<file path="src/rtl/uart_pkt_gen.sv">
// Frame-synchronous telemetry packetiser: snapshots NUM_TGT boxes on vsync and streams
// header, box centres/edges, optional checksum (UART_PKT_CKSUM_EN) and CR LF to a byte UART.
module uart_pkt_gen #(
    parameter int         NUM_TGT  = 2,
    parameter logic [7:0] HDR_BYTE = 8'hFF,
    parameter int         HDR_LEN  = 2
) (
    input  logic                   clk,
    input  logic                   reset,
    input  logic                   uart_en,
    input  logic                   vsync_i,
    input  logic [3:0]             frame_div,
    input  logic [NUM_TGT*43-1:0]  tgt_bbox_i,
    input  logic                   tx_busy,
    output logic [7:0]             write_data,
    output logic                   write_en,
    output logic                   pkt_busy,
    output logic [7:0]             drop_cnt
);
    localparam int PAY_LEN = 12 * NUM_TGT;
`ifdef UART_PKT_CKSUM_EN
    localparam int CK_LEN = 1;
`else
    localparam int CK_LEN = 0;
`endif
    localparam int PKT_LEN = HDR_LEN + PAY_LEN + CK_LEN + 2;

    typedef enum logic [2:0] {IDLE, SNAP, CALC, SEND, WAIT} state_t;

    state_t                          state;
    logic                            vsync_d, tx_busy_d;
    logic [3:0]                      frame_cnt;
    logic [7:0]                      idx;
    logic [NUM_TGT-1:0][42:0]        snap;
    logic [NUM_TGT-1:0][10:0]        xc;
    logic [NUM_TGT-1:0][9:0]         yc;
    logic [NUM_TGT-1:0][5:0][10:0]   fld;
    logic [7:0]                      nxt_byte;
    logic                            is_pay, vs_rise, busy_fall, last, load;
    int                              sel;
`ifdef UART_PKT_CKSUM_EN
    logic [7:0]                      cksum;
`endif

    assign vs_rise   = vsync_i & ~vsync_d;
    assign busy_fall = tx_busy_d & ~tx_busy;
    assign last      = (int'(idx) == PKT_LEN - 1);
    assign load      = (state == CALC) || (state == WAIT && busy_fall && !last);

    // Payload fields in transmit order; an invalid target sends all zeros.
    always_comb begin
        fld = '0;
        for (int k = 0; k < NUM_TGT; k++) begin
            if (snap[k][42]) begin
                fld[k][0] = xc[k];
                fld[k][1] = {1'b0, yc[k]};
                fld[k][2] = snap[k][10:0];
                fld[k][3] = snap[k][31:21];
                fld[k][4] = {1'b0, snap[k][20:11]};
                fld[k][5] = {1'b0, snap[k][41:32]};
            end
        end
    end

    // Byte that the next load places on write_data.
    always_comb begin
        sel      = (state == CALC) ? 0 : int'(idx) + 1;
        is_pay   = (sel >= HDR_LEN) && (sel < HDR_LEN + PAY_LEN);
        nxt_byte = 8'h0A;
        if (sel < HDR_LEN) begin
            nxt_byte = HDR_BYTE;
        end else if (is_pay) begin
            for (int k = 0; k < NUM_TGT; k++) begin
                for (int f = 0; f < 6; f++) begin
                    if (sel == HDR_LEN + 12*k + 2*f)     nxt_byte = {5'b0, fld[k][f][10:8]};
                    if (sel == HDR_LEN + 12*k + 2*f + 1) nxt_byte = fld[k][f][7:0];
                end
            end
`ifdef UART_PKT_CKSUM_EN
        end else if (sel == HDR_LEN + PAY_LEN) begin
            nxt_byte = cksum;
`endif
        end else if (sel == PKT_LEN - 2) begin
            nxt_byte = 8'h0D;
        end
    end

    always_ff @(posedge clk) begin
        if (reset) begin
            state      <= IDLE;
            vsync_d    <= 1'b0;
            tx_busy_d  <= 1'b0;
            frame_cnt  <= '0;
            idx        <= '0;
            snap       <= '0;
            xc         <= '0;
            yc         <= '0;
            write_data <= '0;
            write_en   <= 1'b0;
            pkt_busy   <= 1'b0;
            drop_cnt   <= '0;
`ifdef UART_PKT_CKSUM_EN
            cksum      <= '0;
`endif
        end else begin
            vsync_d   <= vsync_i;
            tx_busy_d <= tx_busy;
            write_en  <= 1'b0;
            if (vs_rise && uart_en && pkt_busy && drop_cnt != 8'hFF)
                drop_cnt <= drop_cnt + 8'd1;
            case (state)
                IDLE: if (vs_rise && uart_en) begin
                    frame_cnt <= (frame_cnt >= frame_div) ? 4'd0 : frame_cnt + 4'd1;
                    if (frame_cnt == 4'd0) begin
                        state    <= SNAP;
                        pkt_busy <= 1'b1;
                    end
                end
                SNAP: begin
                    snap  <= tgt_bbox_i;
`ifdef UART_PKT_CKSUM_EN
                    cksum <= '0;
`endif
                    state <= CALC;
                end
                CALC: begin
                    for (int k = 0; k < NUM_TGT; k++) begin
                        xc[k] <= 11'((12'(snap[k][10:0])  + 12'(snap[k][31:21])) >> 1);
                        yc[k] <= 10'((12'(snap[k][20:11]) + 12'(snap[k][41:32])) >> 1);
                    end
                    idx   <= '0;
                    state <= SEND;
                end
                SEND: state <= WAIT;
                WAIT: if (busy_fall) begin
                    if (last) begin
                        state    <= IDLE;
                        pkt_busy <= 1'b0;
                    end else begin
                        idx   <= idx + 8'd1;
                        state <= SEND;
                    end
                end
                default: state <= IDLE;
            endcase
            if (load) begin
                write_en   <= 1'b1;
                write_data <= nxt_byte;
`ifdef UART_PKT_CKSUM_EN
                if (is_pay) cksum <= cksum + nxt_byte;
`endif
            end
        end
    end
endmodule

</file>
<file path="config.mk">
export PLATFORM = sky130hd
export DESIGN_NAME = uart_pkt_gen
export DESIGN_NICKNAME = d
export VERILOG_FILES = /design/src/rtl/uart_pkt_gen.sv
export SDC_FILE = /design/constraint.sdc
export NUM_CORES = 1
export LEC_CHECK = 0
export CORE_ASPECT_RATIO = 0.9
export CORE_MARGIN = 5
export CORE_UTILIZATION = 36
export CTS_CLUSTER_DIAMETER = 60
export DETAILED_ROUTE_END_ITERATION = 12
export MAX_ROUTING_LAYER = met4
export SETUP_SLACK_MARGIN = 0.5
export SYNTH_ARGS = -nofsm -noshare
export SYNTH_HDL_FRONTEND = slang
export SYNTH_SLANG_ARGS = --single-unit
</file>
<file path="constraint.sdc">
create_clock -name clk -period 2.4 [get_ports clk]
set_input_delay 0.24 -clock clk [delete_from_list [all_inputs] [get_ports clk]]
set_output_delay 0.24 -clock clk [all_outputs]
set_load 0.005 [all_outputs]
</file>
==> flow_summary.yaml <==
outcome:
  status: "complete, but fails checks"
  violations: "setup timing"
critical_path:
  timing.rr.start: "idx[0]$_SDFFE_PP0P_"
  path_buf_inv: 3
  worstReg2RegEnd: "write_data[7]$_SDFFE_PP0P_"
  crit_slowest_cell: "o2111a_2"
  r2r_setup_slack_ns: -0.15
  cp.required_ns: 2.71
  critPathKind: "reg -> reg"
  crit_top_cell: "buf_6"
  critPathTopFamily: "compound AO/OA/AOI/OAI gates"
  start_kind: "flop"
  critPathArrivalTime_ns: 2.86
  reg2regPathDepth: 12
  endpoint_kind: "flop"
  max_stage_delay_ns: 0.36
  crit_path_max_fanout: 6
  path_cells: "ha_4 > buf_6 > and3_4 > o2111a_2 > o211ai_4 > buf_12 > nor3_4 > buf_6 > a22oi_1 > nand3_1 > nand2_1 > a311oi_2"
die:
  rows: 55
  die-height_um: 162
  io_pins: 113
  initial_utilization_pct: 36.5
  core_sq_mm: 0.0252
  dieArea_sq_mm: 0.0289
  die_w_um: 179
route:
  post-route-drc-count: 0
  dr.pass1.iters: 6
  postRouteAntennaNets: 0
  dr.first_iter.drc_count: 801
  vias_per_cell: 5.47
  post_drt_wl_per_cell_um: 19.2
  vias: 9890
  wl_um: 34700
final_layout:
  area.growth.synth_to_final_pct: 47.3
  fin_nets: 1598
  antenna_cells: 0
  drive_gt1_share_pct: 27.8
  layout.cells.non_filler: 1808
placement:
  place.gp.congestion: 1.01
  placed_cells: 1707
  numPortBuffers: 112
  dp_hpwl_um: 25100
yosys:
  synth_top_area_share_pct: 35.5
  syn_avg_cell_area_sq_um: 7.66
  ys.flop_type: "dfxtp_1"
  ys_async_sr_fraction_pct: 0
  synth_area_leaders: "dfxtp_1, nand2_1, a21oi_1"
  yosysTopAreaCell: "dfxtp_1"
  synth_common_cells: "nand2_1, a21oi_1, dfxtp_1"
  netlist_area_sq_mm: 0.00920
  syn_inst: 1201
  synth_fp_nets: 1346
  yosysUniqueCellTypes: 87
  synth-seq-area-share_pct: 35.5
  yosysMostFrequentCell: "nand2_1"
  ys_warn_count: 0
  yosys_register_bits: 163
  synth_edf_count: 0
grt:
  grt_pass1_wl_um: 52900
  antenna_found_initial: 0
  track_usage_pct: 24.0
  grt_max_degree: 161
  grt_pass1_vias: 9328
  overflow: 0
worst_hold_path:
  min_path_type: "in -> reg"
  hp-start: "tgt_bbox_i[11]"
  holdPathEnd: "snap[11]$_SDFFE_PP0P_"
  min_path_cells: 3
power:
  power_density_mw_per_mm2: 511
  p_leak_nw: 5.14
  max-vdd-ir-drop_mv: 0.418
sta:
  max_freq_mhz: 392
  tightestPinTransition_ns: 0.739
  finalHoldViolCount: 0
  setup_tns_ns: -0.764
  finalCritPeriodShare_pct: 106
  grt_setup_unrepaired: "yes"
  fin_crit_ns: 2.55
  max_slew_margin_pct: 50.7
  final_max_slew_viol_count: 0
  setup_violations: 8
  skew_ns: 0.0122
  fin_ws_ns: -0.149
clock_network:
  clk_path_buf_depth: 2
  root_buffer: "clkbuf_16"
  clk_pin_slew_worst_paths_ns: 0.07
  numCtsBuffers: 17
  clk_latency_ns: 0.44
  htreeDepth: 4
  cts_tree: "built"
  clock_sink_count: 163
flow_run:
  cap_violations: 0
## power breakdown
| part | internal, mW | switching (mW) |
|---|---|---|
| logic | 0.459 | 0.484 |
| clock network | 1.74 | 1.28 |
| registers | 2.81 | 0.147 |
## metal layers
| layer | track usage (%) | routed length, um | part of all wire [%] | vias to the layer above |
|---|---|---|---|---|
| met5 | - | 0 | 0 | - |
| met1 | 34.6 | 16400 | 47 | 4767 |
| li1 | - | - | - | 4781 |
| met3 | 3.42 | 2000 | 5.8 | 41 |
| met4 | 4.74 | 631 | 1.8 | 0 |
| met2 | 36.1 | 15700 | 45 | 301 |
## stage by stage
| step | instance area [sq um] | total power, mW | util [%] | hold WS, ns | worst slack (ns) |
|---|---|---|---|---|---|
| 2_1_floorplan | 9360 | 3.44 | - | 0.368 | 0.159 |
| 3_3_place_gp | 11500 | 3.83 | 45.8 | 0.436 | -0.216 |
| 3_5_place_dp | 11500 | 3.84 | 45.8 | 0.450 | -0.222 |
| 4_1_cts | 13000 | 6.90 | 51.7 | 0.325 | -0.169 |
| 5_1_grt | 13500 | 7.18 | 53.8 | 0.331 | -0.228 |
| 6_report | 13500 | 6.93 | 53.8 | 0.335 | -0.149 |
## final cells by class
cell class / instances / area [sq um]
Clock buffer: 19 / 454
Clock inverter: 13 / 181
Fill cell: 2429 / 11600
Inverter: 28 / 110
Multi-Input combinational cell: 941 / 6340
Sequential cell: 163 / 3320
Tap cell: 342 / 428
Timing Repair Buffer: 302 / 2720
## sequential cells by signal, summed over array words and instances, names as in the netlist
register	flops
frame_cnt	4
idx	8
vsync_d	1
yc	20
write_en	1
xc	22
snap	86
drop_cnt	8
state	3
write_data	8
pkt_busy	1
tx_busy_d	1
## worst min-delay path: stages
cell and delay (ns):
clkdlybuf4s50_1 0.40, nand2_1 0.05, a21oi_1 0.05
## layout by cell type, fill, tap and decap left out, types with 7 or more instances in the layout
cell	count
dfxtp_1	136
clkbuf_16	18
o211ai_1	7
nor2_1	64
buf_4	157
a21oi_2	19
dfxtp_4	9
dfxtp_2	18
ha_4	8
a22oi_1	19
o21ai_0	18
nand3_1	23
a31oi_1	9
o21ai_2	16
inv_1	23
nor3_1	17
mux2i_1	9
ha_1	38
a21o_1	9
buf_6	27
nand4_1	8
nand2_1	277
nor2_4	8
xor2_1	14
clkdlybuf4s50_1	111
xnor2_1	13
a21oi_1	150
or3_1	13
## logic make-up (layout without fill, tap and decap cells)
logic type	after synthesis	in the layout	share of synthesized area, %
muxes	10	10	1.10
buffers and inverters	97	362	4.39
DFF	163	163	35.5
adders and majority gates	50	50	7.13
xor gates and xnor gates	34	34	3.24
AOI/OAI and AO/OA	341	341	23.6
and+or+nand+nor	506	506	25.0
## worst max path at each step
stage	startpoint	to	slack, ns	depth (start not counted)
after floorplan	idx[0]$_SDFFE_PP0P_	write_data[5]$_SDFFE_PP0P_	0.16	10
after global routing	idx[0]$_SDFFE_PP0P_	write_data[0]$_SDFFE_PP0P_	-0.23	10
after global placement	idx[1]$_SDFFE_PP0P_	write_data[5]$_SDFFE_PP0P_	-0.22	9
after detailed placement	idx[1]$_SDFFE_PP0P_	write_data[5]$_SDFFE_PP0P_	-0.22	10
final	idx[0]$_SDFFE_PP0P_	write_data[7]$_SDFFE_PP0P_	-0.15	12
after CTS	idx[0]$_SDFFE_PP0P_	write_data[6]$_SDFFE_PP0P_	-0.17	11
## repair_timing
action	4_1_cts	5_1_grt
resized for setup	134	82
hold buffers	0	0
buffers inserted	46	23
pin swaps	81	65
hold endpoints to repair	0	0
endpoints found under the setup margin	35	49
(Power assumes the default switching activity.)
==> edit: new RTL, config.mk and constraints unchanged <==
The option `UART_PKT_CKSUM_EN` is turned on by a define.
--- a/src/rtl/uart_pkt_gen.sv
+++ b/src/rtl/uart_pkt_gen.sv
@@ -2,2 +2,4 @@
 // header, box centres/edges, optional checksum (UART_PKT_CKSUM_EN) and CR LF to a byte UART.
+`define UART_PKT_CKSUM_EN
+
 module uart_pkt_gen #(
Check against the original RTL: no difference found for any inputs over 4 cycles, from zero or initial values and one cycle with reset high; that may be too few to reach the edited logic, so the function may still have changed.
==> edit against the original RTL <==
The run still ends with setup timing left; setup slack lost 1.8 ns; hold slack got worse by 0.027 ns; sequential cell count grew 8; count of clock-buffer cells in the layout fell by 1; clock power down 5%; synthesized area is 13% higher; synthesized cell count is 17% higher; total power grew 1.1%; combinational power rose by 15%; wire length up 25%; design area rose by 25%.
==> edit: results <==
group,metric,value,unit
placement,hpwl,31140,um
cts,cts_max_level,4,
run_status,status,"complete, but fails checks",
synth,synth_cell_types,87,
global_route,antenna_found_initial,0,
cells_and_area,drive_gt1_frac,0.3826,
route,wl_met2,20210,um
power,intPower,0.005023,W
cts,cts.root.buffer_cell,"clkbuf_16",
cells_and_area,nNetsFinal,2002,
cells_and_area,diodes,0,
global_route,first_global_vias,11916,
sta,setup_tns,-18.02,ns
route,routed-wl-met3,2539,um
worst_setup_path,critPathMaxFanout,7,
sta,finalSetupViolations,16,
placement,port-buffer-count,112,
route,wirelength_met1,19660,um
cells_and_area,reg_top3,"snap x86, xc x22, yc x20",
global_route,grt_max_degree,90,
sta,setup_slack,-1.905,ns
synth,yosysSeqAreaShare,0.3295,
power,leakage,6.534,nW
route,drtIter0Drc,1001,
worst_setup_path,cp_slowest_cell,"dfxtp_4",
synth,synth_commonest_cells,"298 x nand2_1, 192 x a21oi_1, 171 x dfxtp_1, 91 x nor2_1, 64 x clkbuf_1",
worst_setup_path,critical-path-max-stage-delay,0.37,ns
run_status,violations,"setup timing",
cts,cts_buffers,17,
synth,syn_nets,1555,
global_route,grt_first_pass_wirelength,65420,um
min_path,hold_class,"in2reg",
route,dr.pass1.iters,6,
cts,clk_latency,0.45,ns
global_route,grt_usage,0.2629,
power,comb_power_share,0.154,
cts,cts.clk_slew.worst_paths,0.07,ns
synth,async_flop_share,0,
route,top_layer,"met4",
synth,ys.flop_type,"dfxtp_1",
power,ir_drop,473.9,uV
sta,maxSlewHeadroom,0.3882,
synth,ys_warn_count,0,
route,viasPerCell,5.548,
cts,cts.path.max_buffers,2,
synth,synth_area_leaders,"dfxtp_1 33%, nand2_1 11%, a21oi_1 9.2%",
sta,finClkSkew,0.01483,ns
placement,gp_congestion,1.012,
worst_setup_path,crit_arrival,4.68,ns
route,wl_per_cell,19.45,um
edit: cell count changes after synthesis, moves of 19 or more:
cell,unedited run,this run
a21oi_1,172,192
clkbuf_1,38,64
inv_1,27,58
nand3_1,26,45
nand4_1,8,33
nor2_1,71,91
o21ai_0,34,54
edit: kinds of logic after synthesis:
logic type | count (synthesis) | synth area share
adders and majority gates | 59 | 0.07466
AOI/OAI and AO/OA | 416 | 0.2580
and+or+nand+nor | 567 | 0.2475
muxes | 6 | 0.005781
buffers and inverters | 150 | 0.05768
xor gates and xnor gates | 32 | 0.02698
DFF | 171 | 0.3295
edit: metrics by stage:
stage | setup slack, ns | cells | hold WS (ns) | cell area (um2) | util
6_report | -1.905 | 2227 | 0.3079 | 16990 | 0.5917
5_1_grt | -2.053 | 2227 | 0.3235 | 16990 | 0.5917
4_1_cts | -1.817 | 2189 | 0.3099 | 16210 | 0.5644
3_5_place_dp | -2.160 | 2088 | 0.4480 | 14170 | 0.4934
3_3_place_gp | -2.014 | 2088 | 0.4420 | 14170 | 0.4934
2_1_floorplan | -1.747 | 1401 | 0.3682 | 10770 | -
edit: worst paths after layout:
kind / startpoint / to / cells past startpoint
setup reg to reg: idx[0]$_SDFFE_PP0P_ / cksum[7]$_SDFF_PP0_ / 21
setup / recovery: idx[0]$_SDFFE_PP0P_ / cksum[7]$_SDFF_PP0_ / 21
hold / removal: reset / xc[16]$_SDFFE_PP0N_ / 3
hold reg to reg: xc[17]$_SDFFE_PP0N_ / xc[17]$_SDFFE_PP0N_ / 2
edit: worst max-delay path: cells and delay by family, from the launching register on:
family,cells,cell delay [ns]
fa+ha+maj,2,0.58
compound gates,11,1.65
simple gates,5,1.24
flops,1,0.37
buf+inv,3,0.39
edit: final cells by class:
class	count	area (um2)
clock buffer	18	429.2
clock inverter	14	158.9
fill	2544	11730
inverter	58	226.5
multi-input combinational	1081	7681
sequential	171	3480
tap	366	457.9
timing repair buffer	519	4557
edit: what timing repair did:
item | in CTS | in global routing
setup endpoints to repair | 49 | 58
gates resized for setup | 214 | 119
cloned | 1 | 0
pin swaps | 114 | 106
setup buffers | 68 | 38
edit: per-layer routing:
layer / track usage / up-vias
met3: 0.03631 / 60
met2: 0.4138 / 434
met1: 0.3585 / 5972
li1: - / 5889
met5: - / -
met4: 0.06810 / 0
edit: power groups by stage:
stage / logic, W / registers [W] / clock network [W]
2_1_floorplan: 0.000483 / 0.00307 / 0
3_3_place_gp: 0.000947 / 0.00311 / 0
3_5_place_dp: 0.000959 / 0.00311 / 0
4_1_cts: 0.00102 / 0.00305 / 0.00292
5_1_grt: 0.00118 / 0.00306 / 0.00303
6_report: 0.00108 / 0.00305 / 0.00287
